`config.mk`:
```
export PLATFORM = sky130hd
export DESIGN_NAME = wait_state_memory
export DESIGN_NICKNAME = d
export VERILOG_FILES = /design/src/rtl/wait_state_memory.sv
export SDC_FILE = /design/constraint.sdc
export NUM_CORES = 1
export LEC_CHECK = 0
export BUFFER_PORTS_ARGS = -buffer_cell sky130_fd_sc_hd__buf_4
export CORE_AREA = 2 2 175 220
export CTS_CLUSTER_DIAMETER = 80
export DETAILED_ROUTE_END_ITERATION = 8
export DIE_AREA = 0 0 177 222
export PLACE_DENSITY = 0.81
export RECOVER_POWER = 100
export REMOVE_ABC_BUFFERS = 1
export SYNTH_ARGS = -nofsm -noshare
export SYNTH_HDL_FRONTEND = slang
export SYNTH_SLANG_ARGS = --single-unit
export TNS_END_PERCENT = 20
```
`constraint.sdc`:
```
create_clock -name clk -period 2.3 [get_ports clk]
set_clock_uncertainty 0.2 [all_clocks]
set_input_delay 0.46 -clock clk [delete_from_list [all_inputs] [get_ports clk]]
set_output_delay 0.46 -clock clk [all_outputs]
set_load 0.01 [all_outputs]
```
`src/rtl/wait_state_memory.sv`:
```
// Single-port register-file memory behind a req/ready handshake, with a fixed or
// LFSR-driven number of wait states before each one-cycle completion pulse.
module wait_state_memory #(
  parameter int           DATA_W      = 32,
  parameter int           ADDR_W      = 4,
  parameter int           DEPTH       = 16,
  parameter int           RANDOM_WAIT = 1,
  parameter int           FIXED_WAIT  = 2,
  parameter int           WAIT_W      = 3,
  parameter logic [7:0]   LFSR_SEED   = 8'hE1
) (
  input  logic                clk,
  input  logic                reset,
  input  logic                req_i,
  input  logic                req_rnw_i,
  input  logic [ADDR_W-1:0]   req_addr_i,
  input  logic [DATA_W-1:0]   req_wdata_i,
  input  logic [DATA_W/8-1:0] req_be_i,
  output logic                req_ready_o,
  output logic [DATA_W-1:0]   req_rdata_o,
  output logic                req_err_o,
  output logic                busy_o,
  output logic [1:0]          dbg_state_o
);

  // Handshake: req_i is held high with stable fields until the one-cycle
  // req_ready_o pulse; fields are captured only in the accept (IDLE) cycle,
  // and dropping req_i while in WAIT abandons the transaction without effect.

  localparam int NB = DATA_W / 8;
  localparam logic [ADDR_W:0] DEPTH_X = (ADDR_W + 1)'(DEPTH);

  typedef enum logic [1:0] {
    ST_IDLE = 2'd0,
    ST_WAIT = 2'd1,
    ST_RESP = 2'd2
  } state_t;

  state_t              state_q, state_d;
  logic [WAIT_W-1:0]   cnt_q, cnt_d;
  logic [7:0]          lfsr_q;
  logic                rnw_q;
  logic [ADDR_W-1:0]   addr_q;
  logic [DATA_W-1:0]   wdata_q;
  logic [NB-1:0]       be_q;
  logic                accept;
  logic                addr_err;
  logic                mem_we;
  logic [WAIT_W-1:0]   wait_sel;

  logic [DATA_W-1:0]   mem [0:DEPTH-1];

  // Free-running wait source, independent of traffic.
  always_ff @(posedge clk or posedge reset) begin
    if (reset) begin
      lfsr_q <= LFSR_SEED;
    end else begin
      lfsr_q <= {lfsr_q[6:0], lfsr_q[7] ^ lfsr_q[5] ^ lfsr_q[4] ^ lfsr_q[3]};
    end
  end

  assign wait_sel = (RANDOM_WAIT != 0) ? lfsr_q[WAIT_W-1:0] : FIXED_WAIT[WAIT_W-1:0];

  always_comb begin
    state_d = state_q;
    cnt_d   = cnt_q;
    accept  = 1'b0;
    case (state_q)
      ST_IDLE: begin
        if (req_i) begin
          accept  = 1'b1;
          cnt_d   = wait_sel;
          state_d = (wait_sel == '0) ? ST_RESP : ST_WAIT;
        end
      end
      ST_WAIT: begin
        if (!req_i) begin
          cnt_d   = '0;
          state_d = ST_IDLE;
        end else if (cnt_q == WAIT_W'(1)) begin
          state_d = ST_RESP;
        end else begin
          cnt_d = cnt_q - WAIT_W'(1);
        end
      end
      ST_RESP: begin
        state_d = ST_IDLE;
      end
      default: begin
        state_d = ST_IDLE;
        cnt_d   = '0;
      end
    endcase
  end

  always_ff @(posedge clk or posedge reset) begin
    if (reset) begin
      state_q <= ST_IDLE;
      cnt_q   <= '0;
      rnw_q   <= 1'b0;
      addr_q  <= '0;
      wdata_q <= '0;
      be_q    <= '0;
    end else begin
      state_q <= state_d;
      cnt_q   <= cnt_d;
      if (accept) begin
        rnw_q   <= req_rnw_i;
        addr_q  <= req_addr_i;
        wdata_q <= req_wdata_i;
        be_q    <= req_be_i;
      end
    end
  end

  // Widened compare so DEPTH == 2**ADDR_W is representable.
  assign addr_err = ({1'b0, addr_q} >= DEPTH_X);
  assign mem_we   = (state_q == ST_RESP) && !rnw_q && !addr_err;

  // Storage has no reset; a write commits on the edge that ends RESP.
  always_ff @(posedge clk) begin
    if (mem_we) begin
      for (int i = 0; i < NB; i++) begin
        if (be_q[i]) begin
          mem[addr_q][8*i +: 8] <= wdata_q[8*i +: 8];
        end
      end
    end
  end

  always_comb begin
    req_rdata_o = '0;
    if ((state_q == ST_RESP) && rnw_q && !addr_err) begin
      req_rdata_o = mem[addr_q];
    end
  end

  assign req_ready_o = (state_q == ST_RESP);
  assign req_err_o   = (state_q == ST_RESP) && addr_err;
  assign busy_o      = (state_q != ST_IDLE);
  assign dbg_state_o = state_q;

endmodule
```
Yosys cells after proc, flatten, opt, wreduce, memory -nomap -nowiden
Memory sizes are Yosys's and may differ from the RTL's.
Index checks and enable logic that the tools add are counted.
- add/sub/neg operators: 1
- eq/ne operators: 6
- multiplexer cells: 24
- bitwise logic cells: 4
- reduce and logical (&&, ||, !) cells: 8
- operator list (cell ; number):
    $mux 32 ; 1
    $mux 1 ; 14
    $mux 3 ; 3
    $pmux 3 s3 ; 1
    $mux 2 ; 4
    $ne 3x3->1 const B ; 2
    $pmux 2 s2 ; 1
    $eq 3x1->1 const B ; 1
    $logic_not 3->1 ; 1
    $reduce_and 3->1 ; 1
    $sub 3x1->3 const B ; 1
    $xor 1x1->1 ; 3
    $eq 2x1->1 const B ; 1
    $eq 2x2->1 const B ; 1
    $logic_and 1x1->1 ; 2
    $logic_not 2->1 ; 1
    $ne 2x2->1 const B ; 1
    $reduce_and 2->1 ; 1
    $reduce_bool 2->1 ; 1
    $logic_not 1->1 ; 1
    $not 1->1 ; 1
- flip-flop bits (word level): 54
- bits in writable memories: 512
- input bits: 44
- output and inout bits: 37
- logic and storage cells: 51
- memories: 1
- memories (memory ; words ; bits a word ; rd ports ; clocked after Yosys merged registers in ; write ports ; line ; RTL):
    mem ; 16 ; 32 ; 1 ; 0 ; 1 ; 51 ; logic [DATA_W-1:0] mem [0:DEPTH-1];

Longest topological paths before layout
- word-level depth: 4
- depth in mapped cells: 6
- depth with buffers taken out: 5

Worst setup path after synthesis
OpenSTA, ideal clock, no wires.
- kind: register -> register
- start point: reg state_q[0] (netlist: dbg_state_o[0])
- end point: mem mem[10][0] (enable)
- library setup time: 370 ps
- data arrival time: 1524 ps
- data required time: 1730 ps
- path slack: 206 ps
- stages on the path, launching flop included: 5
- buffers on the path: 1
- clock period less this slack: 2094 ps
- cell sequence: dfrtp_1 -> nor3b_2 -> nand2_1 -> clkbuf_1 -> nor2_1
- longest elaborated chain between the ends: 4
- ends and longest elaborated chain (what ; line ; RTL):
    from (decl) ; 39 ; state_t state_q, state_d;
    from (signal assigned) ; 105 ; state_q <= state_d;
    $eq 2x2->1 ; 118 ; assign mem_we = (state_q == ST_RESP) && !rnw_q && !addr_err;
    $logic_and 1x1->1 ; 118 ;
    $mux 1 ; 122 ; if (mem_we) begin
    $mux 1 (not written as such) ; 125 ; mem[addr_q][8*i +: 8] <= wdata_q[8*i +: 8];
    to (decl) ; 51 ;
Every way passes these cells.

Final worst setup path
- start point: reg addr_q[0]
- end point: out req_rdata_o[2]
- longest elaborated chain between the ends: 2
- ends and longest elaborated chain (what ; line ; RTL):
    from (decl) ; 43 ; logic [ADDR_W-1:0] addr_q;
    from (signal assigned) ; 109 ; addr_q <= req_addr_i;
    $mem_v2 16x32 ; n/a ;
    $mux 32 ; 133 ; if ((state_q == ST_RESP) && rnw_q && !addr_err) begin
    to (decl) ; 20 ; output logic [DATA_W-1:0] req_rdata_o,
Every way passes these cells.

==> out/qor.yml <==
sta:
  finalSetupViolations: 181
  fin_worst_hold_slack_ns: 0.0453
  fin_crit_sh_pct: 132
  drv_slew: 55
  max_slew.worst_pin.slew_ns: 1.68
  hold_viol_final: 0
  maxSlewHeadroom_pct: -12.1
  rsz0062_at_grt: "true"
  post-route-min-period_ns: 3.03
  fmax_mhz: 330
  final.setup.worst_slack_ns: -0.733
setup_path:
  reg2reg_depth: 6
  reg2reg_from: "addr_q[1]"
  cp-start-kind: "flop"
  cp_max_fo: 13
  cpMostUsedCell: "buf_4"
  rrSetupSlack_ns: -0.10
  crit_slowest_cell: "dfrtp_4"
  crit_chain: "buf_2 > or2_4 > buf_12 > buf_4 > o221ai_2 > o211ai_1 > buf_4"
  rr_endpoint: "mem[0][2]"
  critPathKind: "flop to output port"
  critPathMaxStageDelay_ns: 0.49
  end_kind: "output port"
  arrival_ns: 2.37
  required_ns: 1.64
route:
  wl_mm: 52.9
  viasPerCell: 6.40
  firstDrtPassIters: 6
  drtAntennaViolNets: 0
  drc: 0
  vias: 12300
  routedWlPerCell_um: 27.5
  drt_iter0_drc: 1634
placement:
  pre_cts_ws_ns: -0.119
  place_area_sq_um: 24200
  io_buffer_count: 79
  hpwlAfterDp_mm: 29.4
  place_congestion: 0.804
  dp.cells: 1778
yosys:
  synth_cell_types: 41
  syn_avg_cell_area_sq_um: 19.0
  yosysWarningCount: 0
  ys_seq_area_share_pct: 75.6
  netlist_instances: 1163
  yosys_register_bits: 566
  synth_area_sq_um: 22100
floorplanning:
  coreArea_sq_um: 37100
  dieArea_sq_um: 39300
  ios: 81
  die_w_um: 177
  die_y_um: 222
  num_rows: 79
  start_util_pct: 59.7
layout:
  synthToLayoutAreaGrowth_pct: 20.8
  finalNonFillerCells: 1925
  seq_area_sq_um: 16700
  final_nets: 1444
  antennaDiodeCount: 0
  drive_gt1_share_pct: 38.8
  fill_cells: 2006
  fin_area_sq_um: 26700
  multi_input_area_sq_um: 5250
power:
  comb_power_share_pct: 11.3
  switching_share_pct: 23.1
  power_frac_seq_pct: 51.4
  power_density_nw_per_um2: 885
  power.share.clock_pct: 37.2
  p_leak_nw: 8.93
  vdd_drop_max_mv: 0.744
  p_int_mw: 18.2
  p_sw_mw: 5.47
clocking:
  htree_levels: 2
  clock_latency_ns: 0.59
  clockRootBuffer: "clkbuf_16"
  cts_tree: "yes"
  cts_buffers: 51
  max-clock-path-buffers: 3
  clock-sinks: 566
  clk_transition_reported_paths_ns: 0.07
min_path:
  min-delay-start: "req_i"
  min_to: "dbg_state_o[1]"
  hold_depth: 3
  hold_path.class: "primary input to flop"
status:
  violations: "max-capacitance violations, max-slew violations, negative setup slack"
  outcome: "complete, but fails checks"
global_route:
  grt_pass1_wl_mm: 76.1
  antenna_found_initial: 0
  grt_pass1_vias: 12600
  overflow: 0
  grt.total_usage_pct: 26.2
  grt_max_degree: 55
run:
  maxCapViolCount: 1
[kinds of logic after synthesis]
| group | count (synthesis) | share of synthesized area, % |
|---|---|---|
| compound gates | 103 | 3.49 |
| flops | 566 | 75.6 |
| other cells | 1 | 0.0169 |
| buf+inv | 75 | 1.73 |
| simple gates | 179 | 3.80 |
| mux | 234 | 15.2 |
| fa+ha+maj | 2 | 0.113 |
| xor+xnor | 3 | 0.119 |
[sequential cells by signal (all words and copies together) (netlist names)]
| signal | flops |
|---|---|
| addr_q | 4 |
| be_q | 4 |
| cnt_q | 3 |
| dbg_state_o | 2 |
| lfsr_q | 8 |
| mem | 512 |
| rnw_q | 1 |
| wdata_q | 32 |
[layout by cell type (no fill, tap or decap), types with 6 or more instances in the layout]
cell type / count
clkinv_1: 8
mux2_2: 165
o22ai_1: 25
bufinv_16: 8
buf_12: 20
buf_6: 10
edfxtp_1: 512
o22ai_2: 8
buf_4: 168
dlygate4sd3_1: 42
nand2_1: 12
o221ai_2: 12
dfrtp_1: 48
o211ai_1: 33
clkbuf_16: 58
mux4_2: 64
clkbuf_1: 15
nor2_1: 69
o221ai_1: 18
nand3_2: 6
clkinv_2: 8
nand3_1: 62
[per-layer routing]
metal | vias to the layer above | track usage, % | wire length [um]
li1 | 5162 | - | -
met1 | 6204 | 34.0 | 18300
met2 | 782 | 44.1 | 27700
met3 | 166 | 4.29 | 4690
met4 | 0 | 10.8 | 2150
met5 | - | 0 | 0
[cell type report]
type	count	share of cell area [%]
clock buffers	67	5.19
well taps	486	2.27
inverters	4	0.0562
clock inverters	27	1.25
multi-input cells	522	19.6
flip-flops and latches	566	62.6
repair buffers	253	8.99
[worst max-delay path: cells and delay by family, from the launching register on]
family / cells / cell delay [ns]
AO/OA/AOI/OAI: 2 / 0.35
buffers and inverters: 4 / 0.66
flip-flops: 1 / 0.49
AND/OR/NAND/NOR: 1 / 0.28
[power groups by stage]
stage	registers (mW)	logic [mW]	clock network, mW
floorplan	12.4	1.34	0
finish	12.2	2.68	8.81
detailed placement	12.4	2.28	0
global placement	12.3	2.24	0
CTS	12.1	2.46	8.80
global route	12.2	2.79	9.23
[cell usage after synthesis]
cell       number  share of area (%)
nand3b_1        1              0.034
a31oi_1         1              0.028
a22o_1          1              0.040
buf_4           1              0.034
and3b_1         1              0.040
a32o_1          1              0.045
or2_2           2              0.057
and2_1          2              0.057
o22ai_1        33               0.93
mux2i_1         1              0.045
mux2_1          3               0.15
buf_2          43               0.97
nor2b_1         7               0.20
xor2_1          1              0.040
nand2b_1        5               0.14
o2bb2ai_1       1              0.040
or2_1           1              0.028
nor3b_2         1              0.057
edfxtp_1      512                 69
nor4bb_1        1              0.045
inv_1           4              0.068
ha_1            2               0.11
nand3_1        68                1.5
o211ai_1       33                1.1
or3b_2          1              0.040
nor4_1          1              0.028
mux2_2        166                8.4
nor2_2          1              0.028
and4bb_2        1              0.057
xnor2_1         2              0.079
mux4_2         64                6.5
nor2_1         69                1.2
dfstp_2         4               0.47
conb_1          1              0.017
dfrtp_1        50                5.7
buf_1           6               0.10
clkbuf_1       15               0.25
buf_6           6               0.31
a21oi_1         1              0.023
o221ai_1       32                1.3
nand2_1        17               0.29
[per-stage QoR]
step                      utilization, %  total power, mW  setup TNS (ns)
after CTS                           71.4             23.4          -21.05
after floorplan                        -             13.7        -1891.88
after global routing                72.1             24.2          -66.45
after detailed placement            65.2             14.7           -2.07
after global placement              65.2             14.6           -1.77
final                               72.1             23.7          -27.04
[what timing repair did]
item	4_1_cts	5_1_grt
buffers inserted	6	0
pin swaps	2	6
gates cloned	0	6
setup endpoints to repair	32	466
gates resized for setup	19	39
hold buffers	42	0
endpoints found under the hold margin	91	0
[worst max-delay path by stage]
stage / from / end / slack, ns
final: addr_q[0] / req_rdata_o[2] / -0.73
after CTS: addr_q[0] / req_rdata_o[10] / -0.71
after floorplan: addr_q[1] / req_rdata_o[0] / -3.72
after detailed placement: addr_q[1] / req_rdata_o[30] / -0.12
after global routing: addr_q[0] / req_rdata_o[2] / -0.78
after global placement: addr_q[1] / req_rdata_o[30] / -0.15
Note: power is estimated with default switching activity, not from simulation.
